==> config.mk <==
export PLATFORM = sky130hd
export DESIGN_NAME = exu_oitf
export DESIGN_NICKNAME = d
export VERILOG_FILES = /design/src/rtl/exu_oitf_pkg.sv /design/src/rtl/exu_oitf_ent.sv /design/src/rtl/exu_oitf.sv
export SDC_FILE = /design/constraint.sdc
export NUM_CORES = 1
export LEC_CHECK = 0
export CAP_MARGIN = 30
export CORE_MARGIN = 5
export CORE_UTILIZATION = 58
export CTS_CLUSTER_DIAMETER = 40
export DETAILED_ROUTE_END_ITERATION = 6
export PLACE_DENSITY = 0.86
export SLEW_MARGIN = 10
export SYNTH_ARGS = -nofsm -noshare
export SYNTH_HDL_FRONTEND = slang
export SYNTH_SLANG_ARGS = --single-unit
==> constraint.sdc <==
create_clock -name clk_i -period 3.1 [get_ports clk_i]
set_input_delay 0.62 -clock clk_i [delete_from_list [all_inputs] [get_ports clk_i]]
set_output_delay 0.62 -clock clk_i [all_outputs]
set_load 0.1 [all_outputs]
==> src/rtl/exu_oitf_pkg.sv <==
// Shared definitions for the outstanding-instruction tracking FIFO (OITF).
// The macros are the project-wide register-index width and default depth;
// the package re-exports them as typed localparams for the RTL.
`ifndef EXU_OITF_DEFINES
`define EXU_OITF_DEFINES
`define RFIDX_WIDTH 5
`define OITF_DEPTH  4
`endif

package exu_oitf_pkg;

    localparam int RFIDX_W        = `RFIDX_WIDTH;
    localparam int OITF_DEPTH_DEF = `OITF_DEPTH;

    // One tracked long-latency instruction.
    typedef struct packed {
        logic               valid;
        logic               rdwen;
        logic [RFIDX_W-1:0] rdidx;
    } oitf_ent_t;

endpackage

==> src/rtl/exu_oitf_ent.sv <==
// Single OITF entry: holds valid/rdwen/rdidx of one outstanding instruction
// and reports whether its destination matches each register being checked.
module exu_oitf_ent
    import exu_oitf_pkg::*;
(
    input  logic               clk_i,
    input  logic               rst_ni,
    input  logic               flush_i,
    input  logic               set_i,
    input  logic               clr_i,
    input  logic               rdwen_i,
    input  logic [RFIDX_W-1:0] rdidx_i,
    input  logic [RFIDX_W-1:0] chk_rs1idx_i,
    input  logic [RFIDX_W-1:0] chk_rs2idx_i,
    input  logic [RFIDX_W-1:0] chk_rdidx_i,
    output logic               valid_o,
    output logic               rdwen_o,
    output logic [RFIDX_W-1:0] rdidx_o,
    output logic               match_rs1_o,
    output logic               match_rs2_o,
    output logic               match_rd_o
);

    oitf_ent_t ent_q;
    oitf_ent_t ent_d;
    logic      live_wr;

    // Next entry contents: flush wipes, allocation loads, retirement clears.
    always_comb begin
        ent_d = ent_q;
        if (flush_i) begin
            ent_d = '0;
        end else if (set_i) begin
            ent_d = '{valid: 1'b1, rdwen: rdwen_i, rdidx: rdidx_i};
        end else if (clr_i) begin
            ent_d = '0;
        end
    end

    // Entry storage, discarded immediately on reset.
    always_ff @(posedge clk_i or negedge rst_ni) begin
        if (!rst_ni) begin
            ent_q <= '0;
        end else begin
            ent_q <= ent_d;
        end
    end

    assign live_wr     = ent_q.valid && ent_q.rdwen;
    assign valid_o     = ent_q.valid;
    assign rdwen_o     = ent_q.rdwen;
    assign rdidx_o     = ent_q.rdidx;
    assign match_rs1_o = live_wr && (ent_q.rdidx == chk_rs1idx_i);
    assign match_rs2_o = live_wr && (ent_q.rdidx == chk_rs2idx_i);
    assign match_rd_o  = live_wr && (ent_q.rdidx == chk_rdidx_i);

endmodule

==> src/rtl/exu_oitf.sv <==
// Outstanding-instruction tracking FIFO: records destinations of in-flight
// long-latency instructions and flags RAW/WAW hazards for the instruction
// under dispatch. Pointers carry an extra wrap bit to tell full from empty.
module exu_oitf
    import exu_oitf_pkg::*;
#(
    parameter int DEPTH = OITF_DEPTH_DEF
) (
    input  logic                     clk_i,
    input  logic                     rst_ni,
    input  logic                     flush_i,
    input  logic                     alc_vld_i,
    output logic                     alc_rdy_o,
    input  logic                     alc_rdwen_i,
    input  logic [RFIDX_W-1:0]       alc_rdidx_i,
    output logic [$clog2(DEPTH)-1:0] alc_ptr_o,
    input  logic                     ret_vld_i,
    output logic [$clog2(DEPTH)-1:0] ret_ptr_o,
    output logic                     ret_rdwen_o,
    output logic [RFIDX_W-1:0]       ret_rdidx_o,
    input  logic                     chk_rs1en_i,
    input  logic                     chk_rs2en_i,
    input  logic                     chk_rdwen_i,
    input  logic [RFIDX_W-1:0]       chk_rs1idx_i,
    input  logic [RFIDX_W-1:0]       chk_rs2idx_i,
    input  logic [RFIDX_W-1:0]       chk_rdidx_i,
    output logic                     hzd_rs1_o,
    output logic                     hzd_rs2_o,
    output logic                     hzd_rd_o,
    output logic                     empty_o
);

    localparam int PW = $clog2(DEPTH);

    logic [PW:0]        alc_ptr_q, alc_ptr_d;
    logic [PW:0]        ret_ptr_q, ret_ptr_d;
    logic [PW-1:0]      alc_idx, ret_idx;
    logic               full, empty;
    logic               alc_fire, ret_fire;

    logic               ent_valid [DEPTH];
    logic               ent_rdwen [DEPTH];
    logic [RFIDX_W-1:0] ent_rdidx [DEPTH];
    logic [DEPTH-1:0]   match_rs1, match_rs2, match_rd;

    assign alc_idx  = alc_ptr_q[PW-1:0];
    assign ret_idx  = ret_ptr_q[PW-1:0];
    assign empty    = (alc_ptr_q == ret_ptr_q);
    assign full     = (alc_idx == ret_idx) && (alc_ptr_q[PW] != ret_ptr_q[PW]);
    assign alc_fire = alc_vld_i && !full;
    assign ret_fire = ret_vld_i && !empty;

    for (genvar i = 0; i < DEPTH; i++) begin : g_ent
        exu_oitf_ent u_ent (
            .clk_i        (clk_i),
            .rst_ni       (rst_ni),
            .flush_i      (flush_i),
            .set_i        (alc_fire && (alc_idx == PW'(i))),
            .clr_i        (ret_fire && (ret_idx == PW'(i))),
            .rdwen_i      (alc_rdwen_i),
            .rdidx_i      (alc_rdidx_i),
            .chk_rs1idx_i (chk_rs1idx_i),
            .chk_rs2idx_i (chk_rs2idx_i),
            .chk_rdidx_i  (chk_rdidx_i),
            .valid_o      (ent_valid[i]),
            .rdwen_o      (ent_rdwen[i]),
            .rdidx_o      (ent_rdidx[i]),
            .match_rs1_o  (match_rs1[i]),
            .match_rs2_o  (match_rs2[i]),
            .match_rd_o   (match_rd[i])
        );
    end

    // Pointer advance; flush returns both pointers to the start.
    always_comb begin
        alc_ptr_d = alc_ptr_q;
        ret_ptr_d = ret_ptr_q;
        if (flush_i) begin
            alc_ptr_d = '0;
            ret_ptr_d = '0;
        end else begin
            if (alc_fire) alc_ptr_d = alc_ptr_q + 1'b1;
            if (ret_fire) ret_ptr_d = ret_ptr_q + 1'b1;
        end
    end

    // Pointer registers.
    always_ff @(posedge clk_i or negedge rst_ni) begin
        if (!rst_ni) begin
            alc_ptr_q <= '0;
            ret_ptr_q <= '0;
        end else begin
            alc_ptr_q <= alc_ptr_d;
            ret_ptr_q <= ret_ptr_d;
        end
    end

    assign alc_rdy_o   = !full;
    assign alc_ptr_o   = alc_idx;
    assign empty_o     = empty;
    assign ret_ptr_o   = empty ? '0 : ret_idx;
    assign ret_rdwen_o = ent_valid[ret_idx] && ent_rdwen[ret_idx];
    assign ret_rdidx_o = ent_valid[ret_idx] ? ent_rdidx[ret_idx] : '0;

    // Register x0 is never a real dependency, so index 0 never flags.
    assign hzd_rs1_o = chk_rs1en_i && (chk_rs1idx_i != '0) && (|match_rs1);
    assign hzd_rs2_o = chk_rs2en_i && (chk_rs2idx_i != '0) && (|match_rs2);
    assign hzd_rd_o  = chk_rdwen_i && (chk_rdidx_i  != '0) && (|match_rd);

endmodule

==> results.ini, run 1 <==
[run_status]
status = completed

[floorplan]
pin_count = 44
die_area_sq_mm = 0.00603
die_h_um = 77.6
start_util_pct = 60.5
rows = 24
die_x_um = 77.6
core_region_area_sq_mm = 0.00438

[layout]
antenna_cells = 0
fin_area_sq_mm = 0.00316
multi_input_area_sq_mm = 0.00164
drive_above_1_share_pct = 15.2
synthToLayoutAreaGrowth_pct = 19.2
fillers = 323
ff_latch_area_sq_um = 851
nets = 339

[critical_path]
endpoint_kind = output pin
cpLargestDelayFamily = buffers and inverters
critPathKind = in2out
worstPathArrival_ns = 2.40
required_ns = 2.48
cp-start-kind = primary input
worstPathMaxFanout = 5
crit_top_cell = nand4_1
path_cells = clkdlybuf4s50_1 > xor2_1 > nor4_1 > nand4_1 > nand4_1 > o311a_1 > buf_12
critPathBufInv = 2
critPathMaxStageDelay_ns = 0.57
critPathSlowestCell = clkdlybuf4s50_1

[routing]
postRouteAntennaNets = 0
first_iter_violations = 244
first_pass_iters = 4
drc = 0
wl_mm = 7.06
avgRoutedWirePerCell_um = 19.9
vias_per_cell = 6.31
via_count = 2241

[placed_design]
place_area_sq_mm = 0.00303
numPortBuffers = 43
place.gp.congestion = 0.970
place_ws_ns = 0.0977
hpwlAfterDp_mm = 5.23

[global_routing]
met3_usage_pct = 7.52
grtUsageTotal_pct = 24.1
overflow = 0
antenna_found_initial = 0
use_met1_pct = 28.7
grt_most_used_layer = met2
grt_pass1_wl_mm = 11.6
grt_pass1_vias = 2287
grt_max_degree = 35
met2_usage_pct = 39.6

[timing]
setup_viol = 0
fin_crit_sh_pct = 97.4
hold_slack_ns = 0.598
slew_headroom_pct = 56.6
maxClockFrequency_ghz = 0.331
rsz0062_at_grt = false
finalHoldViolations = 0
finClkSkew_ns = 0.00677
setup_slack_ns = 0.0801
drv_slew = 0
worst_slew_pin_slew_ns = 0.648
period_minus_slack_ns = 3.02

[clocking]
numCtsBuffers = 5
cts_hold_buf = 0
path_clk_slew_ns = 0.07
cts_tree = done
post-cts-setup-buffers = 0
htree_levels = 2
cts.repair.resized = 0
cts_sinks = 34
cts-root-buf = clkbuf_8
clkLatencyLatePin_ns = 0.28
cts.path.max_buffers = 2

[synthesis]
synth_top_family_by_area = XOR/XNOR gates
synth_fp_nets = 311
synth_compound_area_share_pct = 7.73
yosys_warnings = 0
synth_area_sq_mm = 0.00265
synth_xor_area_share_pct = 23.4
synth_area_per_cell_sq_um = 9.69
ys_types = 29
ys_async_sr_fraction_pct = 100
synth-edff-count = 0
synth_fa_ha_area_share_pct = 3.77
synth_mux_area_share_pct = 6.32
synthCells = 274
synth_seq_area_share_pct = 32.1
synthFlopType = dfrtp_1
ys_seq_elements = 34
synthSimpleGateAreaFrac_pct = 20.5

[pwr]
powerDensity_mw_per_mm2 = 481
p_total_mw = 1.52
ir_drop_mv = 0.325
p_leak_nw = 1.39

[min_path]
hold_path_class = reg2reg

[flow_run]
maxCapViolations = 0

## cells in the mapped netlist, types with 2 or more instances
| master | n | area [sq um] |
|---|---|---|
| nand2b_2 | 3 | 26.3 |
| clkbuf_1 | 16 | 60.1 |
| buf_4 | 2 | 15.0 |
| o311a_1 | 3 | 30.0 |
| nand4_1 | 15 | 93.8 |
| xor2_1 | 50 | 438 |
| nor4_1 | 12 | 75.1 |
| dfrtp_1 | 34 | 851 |
| and2_1 | 6 | 37.5 |
| or3_1 | 3 | 18.8 |
| xnor2_1 | 14 | 123 |
| ha_1 | 8 | 100 |
| nand2_1 | 31 | 116 |
| nand3_2 | 4 | 40.0 |
| nand3_4 | 2 | 35.0 |
| inv_1 | 5 | 18.8 |
| mux4_2 | 7 | 158 |
| nand2b_1 | 7 | 43.8 |
| a21oi_1 | 5 | 25.0 |
| o22ai_1 | 24 | 150 |
| nand3_1 | 4 | 20.0 |
| nor2_1 | 7 | 26.3 |
| buf_6 | 6 | 67.6 |
## cell type report
type                            count  share of cell area, %
Clock buffer                        5                   2.18
Tap cell                           52                   2.06
Clock inverter                      3                   2.18
Timing Repair Buffer               46                   14.3
Multi-Input combinational cell    210                   51.8
Sequential cell                    34                   26.9
Inverter                            5                  0.593
## path summary, 6_finish.rpt
kind | start | to | slack [ns] | cells past startpoint
max in group asynchronous | rst_ni | g_ent[2].u_ent.rdidx_o[0]$_DFFE_PN0P_ | 2.05 | 2
min in group asynchronous | rst_ni | ret_ptr_q[0]$_DFFE_PN0P_ | 0.73 | 2
max reg2reg | ret_ptr_q[0]$_DFFE_PN0P_ | g_ent[1].u_ent.rdwen_o$_DFFE_PN0P_ | 1.25 | 6
min reg2reg | alc_ptr_q[2]$_DFFE_PN0P_ | alc_ptr_q[2]$_DFFE_PN0P_ | 0.60 | 2
max | chk_rs1idx_i[1] | hzd_rs1_o | 0.08 | 7
min | alc_ptr_q[2]$_DFFE_PN0P_ | alc_ptr_q[2]$_DFFE_PN0P_ | 0.60 | 2
## layout by cell type, fill, tap and decap left out, types with 8 or more instances in the layout
cell type	n
o22ai_1	24
xnor2_1	14
buf_4	15
dfrtp_1	34
nand2_1	31
clkdlybuf4s50_1	28
ha_1	8
xor2_1	50
nor4_1	12
nand4_1	15
## where the power goes
group	internal, mW	switching, mW
combinational	0.187	0.309
sequential	0.468	0.0705
clock	0.322	0.165
total	0.977	0.545
## per-stage QoR
step                      util (%)  setup TNS (ns)  cells
after floorplan                  -          -0.396    274
final                         72.1               0    355
after global placement        69.0               0    347
after detailed placement      69.0               0    347
after global routing          72.1               0    355
after CTS                     72.1               0    355
## kinds of logic (layout without fill, tap and decap cells)
group | count (synthesis) | count (layout)
compound gates | 32 | 32
mux | 8 | 8
flops | 34 | 34
buf+inv | 30 | 59
fa+ha+maj | 8 | 8
simple gates | 95 | 95
xor+xnor | 67 | 67
## per-layer routing
metal  vias to the layer above  wire length [um]
li1                       1011                 -
met1                      1083              2730
met2                       121              3410
met3                        26               641
met4                         0               278
met5                         -                 0
## tightest hold or removal path, cell delays in order (launching register included)
cell and delay (ns):
dfrtp_1 0.40, xor2_1 0.08, nor2_1 0.07
## registers in the layout, summed over array words and instances, names as in the netlist
| name | cells |
|---|---|
| g_ent.u_ent.rdidx_o | 20 |
| g_ent.u_ent.rdwen_o | 4 |
| alc_ptr_q | 3 |
| ret_ptr_q | 3 |
| g_ent.u_ent.valid_o | 4 |
(Power assumes the default switching activity.)
==> run 2: changes to the inputs <==
--- a/config.mk
+++ b/config.mk
@@ -5,12 +5,13 @@
 export SDC_FILE = /design/constraint.sdc
 export NUM_CORES = 1
 export LEC_CHECK = 0
+export ABC_AREA = 1
 export CAP_MARGIN = 30
 export CORE_MARGIN = 5
-export CORE_UTILIZATION = 58
+export CORE_UTILIZATION = 60
 export CTS_CLUSTER_DIAMETER = 40
 export DETAILED_ROUTE_END_ITERATION = 6
-export PLACE_DENSITY = 0.86
+export PLACE_DENSITY = 0.87
 export SLEW_MARGIN = 10
 export SYNTH_ARGS = -nofsm -noshare
 export SYNTH_HDL_FRONTEND = slang
==> run 2 against run 1 <==
The flow now finishes with violations (design-rule violations). Count of clock-buffer cells in the layout rose by 1. Highest routed layer unchanged. Utilization rose by 4.9 points. Die area grew 8.0%. Routed wire length up 50%. Largest power group is now combinational cells. Fmax up 6.6%. Largest cell class unchanged.
==> results.ini, run 2 <==
[run_status]
status = complete, but fails checks
violations = design-rule violations

[synthesis]
ys_async_sr_fraction_pct = 100
synth_commonest_cells = 179 x nand2_1, 61 x nor2_1, 50 x inv_1
synthMostInstantiatedCell = nand2_1
ys_seq_elements = 34
yosys_warnings = 0
synth_area_sq_mm = 0.00300
synthCells = 483
synth-edff-count = 0
synth_area_per_cell_sq_um = 6.20
ys_types = 24
synth_fp_nets = 520
yosysTopAreaCell = dfrtp_1
synth_seq_area_share_pct = 28.4
yosysTopAreaCellShare_pct = 28.4
synthTopCellsByArea = dfrtp_1 28%, nand2_1 22%, nor2_1 7.6%, o21ai_0 7.5%, inv_1 6.3%
synthFlopType = dfrtp_1

[pwr]
internal_power_mw = 0.972
clkPwrFrac_pct = 32.9
p_switching_mw = 0.578
powerDensity_mw_per_mm2 = 421
pwr-share-comb_pct = 34.1
ir_drop_mv = 0.456
p_leak_nw = 1.91
sequentialPowerShare_pct = 33.0
swShare_pct = 37.3

[layout]
antenna_cells = 0
fin_cells = 593
nets = 562
final_common_cell = nand2_1
largest_reg_flops = 20
synthToLayoutAreaGrowth_pct = 23.0
final_util_pct = 77.0
final_cell_mix = 179 x nand2_1, 61 x nor2_1, 50 x inv_1
drive_above_1_share_pct = 8.56

[floorplan]
rows = 25
start_util_pct = 62.6
core_region_area_sq_mm = 0.00479
die_h_um = 80.7
die_area_sq_mm = 0.00651
die_x_um = 80.7
pin_count = 44

[timing]
fin_crit_sh_pct = 91.4
slew_headroom_pct = 55.8
period_minus_slack_ns = 2.83
finClkSkew_ns = 0.00751
fin_tns_setup_ns = 0
setup_viol = 0
rsz0062_at_grt = false
hold_slack_ns = 0.591
drv_slew = 0
maxClockFrequency_ghz = 0.353
worst_slew_pin_slew_ns = 0.663
finalHoldViolations = 0

[critical_path]
critPathKind = in2out
crit_top_cell = nor2_1
critPathSlowestCell = clkdlybuf4s50_1
critPathBufInv = 3
required_ns = 2.48
worstPathArrival_ns = 2.21
critPathMaxStageDelay_ns = 0.62
cpLargestDelayFamily = buffers and inverters
endpoint_kind = output pin
worstPathMaxFanout = 6
path_cells = clkdlybuf4s50_1 > inv_1 > nand2_1 > o21ai_0 > nor2_1 > nand3_1 > nand2_1 > nor2_1 > nor2_1 > buf_12
cp-start-kind = primary input

[global_routing]
grt_max_degree = 35
overflow = 0
grt_pass1_vias = 3540
grt_pass1_wl_mm = 17.1
antenna_found_initial = 0
grtUsageTotal_pct = 34.9

[placed_design]
place.gp.congestion = 1.02
dp_cells = 585
numPortBuffers = 43
hpwlAfterDp_mm = 7.50

[routing]
first_pass_iters = 7
via_count = 3578
drc = 7
vias_per_cell = 6.03
first_iter_violations = 411
wl_mm = 10.6
postRouteAntennaNets = 0
avgRoutedWirePerCell_um = 17.8

[clocking]
post-cts-setup-buffers = 0
cts_hold_buf = 0
cts-root-buf = clkbuf_8
cts_sinks = 34
cts.path.max_buffers = 2
cts_tree = done
path_clk_slew_ns = 0.07
numCtsBuffers = 5
htree_levels = 2
cts.repair.resized = 0
clkLatencyLatePin_ns = 0.30

[flow_run]
maxCapViolations = 0

[min_path]
hold_path_class = reg2reg

[run 2: cell types whose count changed after synthesis, moves of 18 or more]
cell	delta
nor2_1	+54
xor2_1	-42
nand3_1	+18
nand2_1	+148
o22ai_1	-22
o21ai_0	+45
inv_1	+45
[run 2: power groups by stage]
stage                     Combinational (mW)  Sequential, mW  Clock [mW]
after floorplan                        0.358           0.491           0
after global placement                 0.500           0.515           0
after detailed placement               0.514           0.515           0
after CTS                              0.522           0.508       0.513
after global routing                   0.568           0.512       0.534
final                                  0.528           0.511       0.511
[run 2: cell families (layout without fill, tap and decap cells)]
group | after synthesis | after routing | synth area share [%]
xor gates and xnor gates | 8 | 8 | 2.34
and+or+nand+nor | 304 | 304 | 46.1
adders and majority gates | 8 | 8 | 3.34
AOI/OAI and AO/OA | 65 | 65 | 11.0
DFF | 34 | 34 | 28.4
buffers and inverters | 64 | 107 | 8.85
[run 2: area by class of cell]
cell class / count / area [sq um]
Clock buffer: 6 / 82.6
Clock inverter: 2 / 60.1
Fill cell: 370 / 1100
Inverter: 53 / 201
Multi-Input combinational cell: 385 / 1880
Sequential cell: 34 / 851
Tap cell: 67 / 83.8
Timing Repair Buffer: 46 / 528
[run 2: through the flow]
step | power, mW | worst slack, ns | instance area [sq um]
3_3_place_gp | 1.01 | 0.290 | 3540
4_1_cts | 1.54 | 0.286 | 3690
2_1_floorplan | 0.849 | 0.0146 | 3000
5_1_grt | 1.61 | 0.140 | 3690
3_5_place_dp | 1.03 | 0.300 | 3540
6_report | 1.55 | 0.266 | 3690
[run 2: metal layers]
metal / GRT usage [%] / vias up / part of all wire [%]
li1: - / 1639 / -
met1: 40.1 / 1600 / 35
met2: 59.7 / 268 / 48
met3: 6.84 / 71 / 11
met4: 20.9 / 0 / 6.1
met5: 0 / - / 0
[run 2: tightest hold or removal path, stage by stage, from the launching register on]
cell	delay [ns]
dfrtp_1	0.38
nand4_1	0.12
nand2_1	0.07
[run 2: worst paths after layout]
path                       slack (ns)  depth (start not counted)                                     to                               start
setup reg to reg                 1.06                          7  g_ent[0].u_ent.rdidx_o[0]$_DFFE_PN0P_            ret_ptr_q[0]$_DFFE_PN0P_
setup / recovery                 0.27                         10                              hzd_rs2_o                     chk_rs2idx_i[0]
min in group asynchronous        0.75                          2     g_ent[2].u_ent.valid_o$_DFFE_PN0P_                              rst_ni
hold reg to reg                  0.59                          2     g_ent[1].u_ent.rdwen_o$_DFFE_PN0P_  g_ent[1].u_ent.rdwen_o$_DFFE_PN0P_
hold / removal                   0.59                          2     g_ent[1].u_ent.rdwen_o$_DFFE_PN0P_  g_ent[1].u_ent.rdwen_o$_DFFE_PN0P_
max in group asynchronous        2.04                          2     g_ent[3].u_ent.rdwen_o$_DFFE_PN0P_                              rst_ni
